### src/rtl/imem_loader.sv
// imem_loader: streams a little-endian byte image into instruction memory.
// Every entry is first filled with NOP_WORD. Each group of four bytes is then
// packed and written to consecutive addresses while the core is held in reset.
// The core is released once the image is complete.
// Optional feature macro: IMEM_LOADER_CHECKSUM_EN adds a 32-bit XOR checksum
// output covering the words written from the stream.
module imem_loader #(
  parameter int          DEPTH    = 512,
  parameter int          ADDR_W   = 9,
  parameter logic [31:0] NOP_WORD = 32'h0000_0013
) (
  input  logic              clk,
  input  logic              rst,
  input  logic              load_start,
  input  logic              s_valid,
  input  logic [7:0]        s_data,
  input  logic              s_last,
  output logic              s_ready,
  output logic              mem_we,
  output logic [ADDR_W-1:0] mem_addr,
  output logic [31:0]       mem_wdata,
  output logic              core_hold,
  output logic              load_done,
  output logic [ADDR_W:0]   word_count,
  output logic              err_overflow,
  output logic              err_partial
`ifdef IMEM_LOADER_CHECKSUM_EN
  ,
  output logic [31:0]       checksum
`endif
);

  localparam logic [ADDR_W-1:0] LAST_ADDR = ADDR_W'(DEPTH - 1);
  localparam logic [ADDR_W:0]   WC_FULL   = (ADDR_W + 1)'(DEPTH);

  typedef enum logic [2:0] {
    S_IDLE,
    S_CLEAR,
    S_RECV,
    S_LAST,
    S_DONE
  } state_t;

  state_t            state_q, state_d;
  logic              mem_we_q;
  logic [ADDR_W-1:0] mem_addr_q;
  logic [31:0]       mem_wdata_q;
  logic [ADDR_W:0]   word_count_q;
  logic              err_overflow_q;
  logic              err_partial_q;
  logic [1:0]        idx_q;
  logic [31:0]       buf_q;
  logic [31:0]       word_asm;

  logic start_load;
  logic accept;
  logic word_end;
  logic clear_end;
  logic full;
  logic word_wr;

  // load_start only counts where a new load may begin; elsewhere it is ignored
  assign start_load = load_start && (state_q == S_IDLE || state_q == S_DONE);
  assign accept     = s_valid && (state_q == S_RECV);
  assign word_end   = accept && (idx_q == 2'd3 || s_last);
  assign clear_end  = (state_q == S_CLEAR) && (mem_addr_q == LAST_ADDR);
  assign full       = (word_count_q == WC_FULL);
  assign word_wr    = word_end && !full;

  // Packed word: bytes already buffered, the incoming byte, zeros above it
  always_comb begin
    word_asm = '0;
    for (int k = 0; k < 4; k++) begin
      if (k < int'(idx_q)) begin
        word_asm[8*k +: 8] = buf_q[8*k +: 8];
      end else if (k == int'(idx_q)) begin
        word_asm[8*k +: 8] = s_data;
      end
    end
  end

  // State register
  always_ff @(posedge clk) begin
    if (!rst) begin
      state_q <= S_IDLE;
    end else begin
      state_q <= state_d;
    end
  end

  // Next-state logic
  always_comb begin
    state_d = state_q;
    case (state_q)
      S_IDLE:  if (load_start) state_d = S_CLEAR;
      S_CLEAR: if (clear_end) state_d = S_RECV;
      S_RECV:  if (accept && s_last) state_d = S_LAST;
      S_LAST:  state_d = S_DONE;
      S_DONE:  if (load_start) state_d = S_CLEAR;
      default: state_d = S_IDLE;
    endcase
  end

  // State-decoded outputs: the core is held unless the image is complete
  always_comb begin
    s_ready   = 1'b0;
    core_hold = 1'b1;
    load_done = 1'b0;
    case (state_q)
      S_RECV: s_ready = 1'b1;
      S_DONE: begin
        core_hold = 1'b0;
        load_done = 1'b1;
      end
      default: ;
    endcase
  end

  // Memory write port, byte packing, word counter and sticky errors
  always_ff @(posedge clk) begin
    if (!rst) begin
      mem_we_q       <= 1'b0;
      mem_addr_q     <= '0;
      mem_wdata_q    <= '0;
      word_count_q   <= '0;
      err_overflow_q <= 1'b0;
      err_partial_q  <= 1'b0;
      idx_q          <= 2'd0;
    end else begin
      mem_we_q <= 1'b0;
      if (start_load) begin
        word_count_q   <= '0;
        err_overflow_q <= 1'b0;
        err_partial_q  <= 1'b0;
        idx_q          <= 2'd0;
        mem_we_q       <= 1'b1;
        mem_addr_q     <= '0;
        mem_wdata_q    <= NOP_WORD;
      end else if (state_q == S_CLEAR) begin
        if (clear_end) begin
          mem_addr_q <= '0;
        end else begin
          mem_we_q    <= 1'b1;
          mem_addr_q  <= mem_addr_q + 1'b1;
          mem_wdata_q <= NOP_WORD;
        end
      end else if (accept) begin
        if (word_end) begin
          idx_q <= 2'd0;
          if (!full) begin
            mem_we_q     <= 1'b1;
            mem_addr_q   <= word_count_q[ADDR_W-1:0];
            mem_wdata_q  <= word_asm;
            word_count_q <= word_count_q + 1'b1;
          end else begin
            err_overflow_q <= 1'b1;
          end
          if (s_last && idx_q != 2'd3) begin
            err_partial_q <= 1'b1;
          end
        end else begin
          buf_q[{idx_q, 3'b000} +: 8] <= s_data;
          idx_q                       <= idx_q + 2'd1;
        end
      end
    end
  end

  assign mem_we       = mem_we_q;
  assign mem_addr     = mem_addr_q;
  assign mem_wdata    = mem_wdata_q;
  assign word_count   = word_count_q;
  assign err_overflow = err_overflow_q;
  assign err_partial  = err_partial_q;

`ifdef IMEM_LOADER_CHECKSUM_EN
  logic [31:0] checksum_q;

  // Running XOR of stream words actually written to memory
  always_ff @(posedge clk) begin
    if (!rst) begin
      checksum_q <= '0;
    end else if (start_load) begin
      checksum_q <= '0;
    end else if (word_wr) begin
      checksum_q <= checksum_q ^ word_asm;
    end
  end

  assign checksum = checksum_q;
`else
  logic unused_word_wr;
  assign unused_word_wr = word_wr;
`endif

endmodule

### config.mk
export PLATFORM = sky130hd
export DESIGN_NAME = imem_loader
export DESIGN_NICKNAME = d
export VERILOG_FILES = /design/src/rtl/imem_loader.sv
export SDC_FILE = /design/constraint.sdc
export NUM_CORES = 1
export LEC_CHECK = 0
export ABC_AREA = 1
export BUFFER_PORTS_ARGS = -buffer_cell sky130_fd_sc_hd__buf_2
export CORE_UTILIZATION = 57
export DETAILED_ROUTE_END_ITERATION = 16
export GPL_TIMING_DRIVEN = 0
export PLACE_DENSITY_LB_ADDON = 0.1
export SYNTH_ARGS = -nofsm -noshare
export SYNTH_HDL_FRONTEND = slang
export SYNTH_SLANG_ARGS = --single-unit
### constraint.sdc
create_clock -name clk -period 2.9 [get_ports clk]
set_clock_uncertainty 0.15 [all_clocks]
set_input_delay 0.29 -clock clk [delete_from_list [all_inputs] [get_ports clk]]
set_output_delay 0.29 -clock clk [all_outputs]
set_load 0.1 [all_outputs]
# Word-level counts from Yosys, hierarchy flattened
# Index checks and enable logic that the tools add are counted.
[totals]
wordCells = 100
reg_bits = 91
[classes]
eq_ne = 18
shifts = 2
n_reduce_logical = 25
n_addsub = 4
n_lt_le_gt_ge = 3
n_mux = 33
bitwise_logic = 5
[op_table]
columns = ["cell", "count"]
rows = [
  ["$mux 32", 5],
  ["$mux 8", 7],
  ["$mux 9", 5],
  ["$bwmux 32", 1],
  ["$shift 8x7->32 const A", 1],
  ["$shiftx 8x7->32", 1],
  ["$reduce_and 4->1", 5],
  ["$pmux 3 s4", 1],
  ["$add 10x1->10 const B", 1],
  ["$eq 10x10->1 const B", 1],
  ["$add 9x1->9 const B", 1],
  ["$eq 9x9->1 const B", 1],
  ["$mux 1", 9],
  ["$mux 3", 3],
  ["$neg 5->7", 1],
  ["$eq 3x2->1 const B", 2],
  ["$logic_and 1x1->1", 6],
  ["$ne 2x1->1 const B", 3],
  ["$ne 2x2->1 const B", 3],
  ["$reduce_and 3->1", 2],
  ["$reduce_bool 3->1", 2],
  ["$mux 5", 1],
  ["$not 1->1", 5],
  ["$reduce_and 5->1", 1],
  ["other kinds (17)", 22],
]

# Longest topological paths before layout
[logic_depth]
word_depth = 8
mapped_depth = 14
mapped_depth_nobuf = 13

# Least setup slack after synthesis
# Ideal clock, no wire load.
[synth_path]
path_type = "flip-flop to output port"
from = "reg state_q[1]"
to = "out core_hold"
stages_incl_launch_ff = 5
setup_slack_ps = -244
n_path_buf = 0
t_required_ps = 2460
arrival_ps = 2704
cell_sequence = "dfxtp_1 -> inv_2 -> nand2_1 -> nor2_1 -> inv_1"
[synth_between]
elab_chain_cells = 2
[synth_lines]
columns = ["element", "line", "source"]
rows = [
  ["start, declared", "44", "state_t state_q, state_d;"],
  ["start signal, assigned", "87", "state_q <= state_d;"],
  ["$eq 3x3->1", "109", "case (state_q)"],
  ["$mux 1", "109", ""],
  ["end, declared", "22", "output logic core_hold,"],
]
# No other way between the ends.

# Final worst setup path
[layout_path]
from = "reg state_q[1]"
to = "reg buf_q[14] (enable)"
[layout_between]
elab_chain_cells = 5
word_cells_on_any_way = 12
cone_classes = "eq/ne: 3; bitwise: 3; reduce/logical: 6"
[layout_lines]
columns = ["element", "line", "source"]
rows = [
  ["$eq 3x2->1 (tied with other cells)", "64", "assign accept = s_valid && (state_q == S_RECV);"],
  ["$logic_and 1x1->1 / $logic_or 1x1->1 (equally long branches)", "64, 63", ""],
  ["$logic_and 1x1->1, on equally long branches", "65, 63", ""],
  ["$not 1->1 (no line)", "-", ""],
  ["$reduce_and 5->1 (no line) *", "-", ""],
  ["end signal, assigned by index", "162", "buf_q[{idx_q, 3'b000} +: 8] <= s_data;"],
  ["end, declared", "52", "logic [31:0] buf_q;"],
]
# Every way passes the cells marked *; elsewhere a longest branch is shown, timed or not.
# A chain may end at the register's enable or synchronous reset.

==> results.md <==
- Leak Pwr: between 2 and 2.5 nW
- GRT overflow: 0
- Post-CTS Setup Repair Bufs: 0
- RD Place Congestion: between 0.8 and 0.9
- Largest net degree at the start of global routing: 14
- FF+latch area: between 1500 and 2000 sq um
- Initial DRC count: approximately 200
- Avg Inst Size Synth: between 7 and 8 sq um
- Multi-input gate area: 2170 sq um
- Core Box Area: about 7400 sq um
- Most frequent CP cell: buf_2
- Fill count: approximately 650
- IO Pins: 70
- Latest clock arrival within the worst-skew pair: ~360 ps
- Worst path arrival time: ~2300 ps
- Mapped cell area: between 4000 and 5000 sq um
- Antenna viol nets, final: 0
- Max stage delay on crit path: 600 ps
- Pwr dens: slightly below 1000 nW/um^2
- CTS clk-pin slew, worst paths: ~90 ps
- Area growth syn-to-layout: 16.0%
- Gates resized, CTS repair: 0
- Post-synth cell types: 33
- Most common cell after layout, fill and taps aside: nand2_1
- Vias per inst: between 5 and 6
- Worst Path Max Fanout: 10
- CTS tree: done
- Commonest cells after routing, fill and taps aside: nand2_1 (164), buf_2 (87), nor2_1 (86), dfxtp_1 (59), nand3_1 (56)
- Cell area after layout: 5130 sq um
- Initial antenna violation count: 0
- Top layer reached by signal wires: met4
- CP Launch Type: flop
- H-Tree Depth: 3
- Clk root buf: clkbuf_8
- Die area: slightly above 8000 sq um
- Tcrit/Tclk final: 85.4%
- Clock Path Buffers: 2
- # port buffers: between 60 and 70
- Synth Net Count: 623
- Row count: 31
- Final Slew Violations: 0
- # diodes: 0
- Wirelength, routed: between 10 and 15 mm
- Critical Path Slowest Stage Cell: nor2_1
- Sequential share of the synthesized area: 42.9%
- Fin crit period: 2480 ps
- First-pass GRT wire length: 19.2 mm
- CP Buf/Inv Count: 3
- Crit path cell chain: inv_2, nand2_1, buf_2, buf_2, nand4_1, nor2_1
- Met2 WL post-DR: approximately 5.7 mm
- Total global-route track usage: approximately 30%
- Fraction of final layout cells sized beyond drive strength 1: between 10% and 20%
- Status: complete, no violations
- Vias in the first global route: 4065
- Cts hold-fix bufs: 0
- Initial core utilization: around 60%
- # setup viols final: 0
- Max transition margin: about 53%
- Placed Area: between 4000 and 5000 sq um
- Gate family responsible for the most delay along the worst path: simple AND/OR/NAND/NOR gates
- Cells after synthesis: approximately 600
- Final Hold Fails: 0
- Min-delay worst type: in -> reg
- Met1 WL: between 4 and 5 mm
- Worst-Margin Slew: approximately 700 ps
- Final setup TNS: 0 ps
- HPWL Detailed: between 8 and 9 mm
- Floorplan die height: between 90 and 100 um
- DRC: 0
- Vias: approximately 4300
- Critical path class: reg -> reg
- FMAX: roughly 0.4 GHz
- Routed length on met3: around 670 um
- Final net count: roughly 700
- Total of max-cap violations: 0
- Yosys reg bits: 83
- CTS sink cnt: 83
- Die W: 90.1 um
- CP required: 2740 ps
- Warnings, synthesis: 0
- CTS buffer count: 9
- Crit. End Element: flop
- VDD IR-drop max: about 0.44 mV
- DR WL/cell: 14.8 um
- DRT Pass-1 Iters: 5
- RSZ-0062 raised after global routing: no
worst reg2reg max path: cells and delay by family, from the launching register on:
| family | cells | cell delay, ps |
|---|---|---|
| buffers and inverters | 3 | 580 |
| DFF | 1 | 440 |
| and+or+nand+nor | 3 | 940 |
cells in the mapped netlist, drive strengths merged:
cell	n	area, sq um
nand2	166	633
a211oi	2	15.0
a21oi	44	235
nand4	9	71.3
nor4	4	25.0
o22ai	1	6.26
nand3b	19	143
clkbuf	7	26.3
buf	24	150
xnor2	1	8.76
clkinv	3	12.5
nor2	92	368
a31oi	2	12.5
edfxtp	24	721
xor2	3	26.3
dfxtp	59	1180
inv	46	173
ha	9	113
o21ai	10	50.1
nand3	67	390
a21boi	9	67.6
routing by layer:
metal  global-route usage, %  vias to the layer above
li1                        -                     2117
met1                    36.8                     1988
met2                    50.7                      160
met3                    4.57                       26
met4                    13.4                        0
met5                       0                        -
flip-flops by register name, indices dropped and copies added (netlist names):
signal        flops
mem_wdata        32
buf_q            24
word_count       10
mem_addr          9
state_q           3
idx_q             2
err_overflow      1
err_partial       1
mem_we            1
cells by family after synthesis:
| kind of cell | Yosys count | share of synthesized area [%] |
|---|---|---|
| simple gates | 357 | 36.8 |
| flops | 83 | 42.9 |
| buf+inv | 80 | 8.17 |
| compound gates | 68 | 8.73 |
| fa+ha+maj | 9 | 2.54 |
| xor+xnor | 4 | 0.791 |
through the flow:
stage / instances / total power (W) / util [%] / setup slack (ps) / hold slack, ps
detailed placement: 769 / 0.00396 / 66.5 / 463 / 315
global route: 784 / 0.00520 / 69.7 / 207 / 49.7
floorplan: 601 / 0.00349 / - / 154 / 261
CTS: 784 / 0.00492 / 69.7 / 434 / 34.6
global placement: 769 / 0.00391 / 66.5 / 545 / 308
finish: 784 / 0.00494 / 69.7 / 425 / 33.9
final cells by class:
cell class	instances	area share, %
clock inverters	3	1.34
flip-flops and latches	83	37.0
multi-input cells	438	42.2
repair buffers	69	6.73
inverters	49	3.61
well taps	99	2.41
clock buffers	12	3.24
plain buffers	31	3.44
report_power, final:
part	internal [W]	leakage (nW)	switching, W
logic	0.000527	1.52	0.00198
clock network	0.000559	0.118	0.000426
registers	0.00135	0.720	0.000101
final timing paths:
| check | startpoint | to | slack (ps) | cells past startpoint |
|---|---|---|---|---|
| worst max-delay path | state_q[1] | buf_q[14] | 420 | 6 |
| worst min register to register | mem_wdata[5] | mem_wdata[5] | 330 | 2 |
| worst max register to register | state_q[1] | buf_q[14] | 420 | 6 |
| worst min-delay path | rst | mem_wdata[4] | 30 | 3 |
Note: power is estimated with default switching activity, not from simulation.
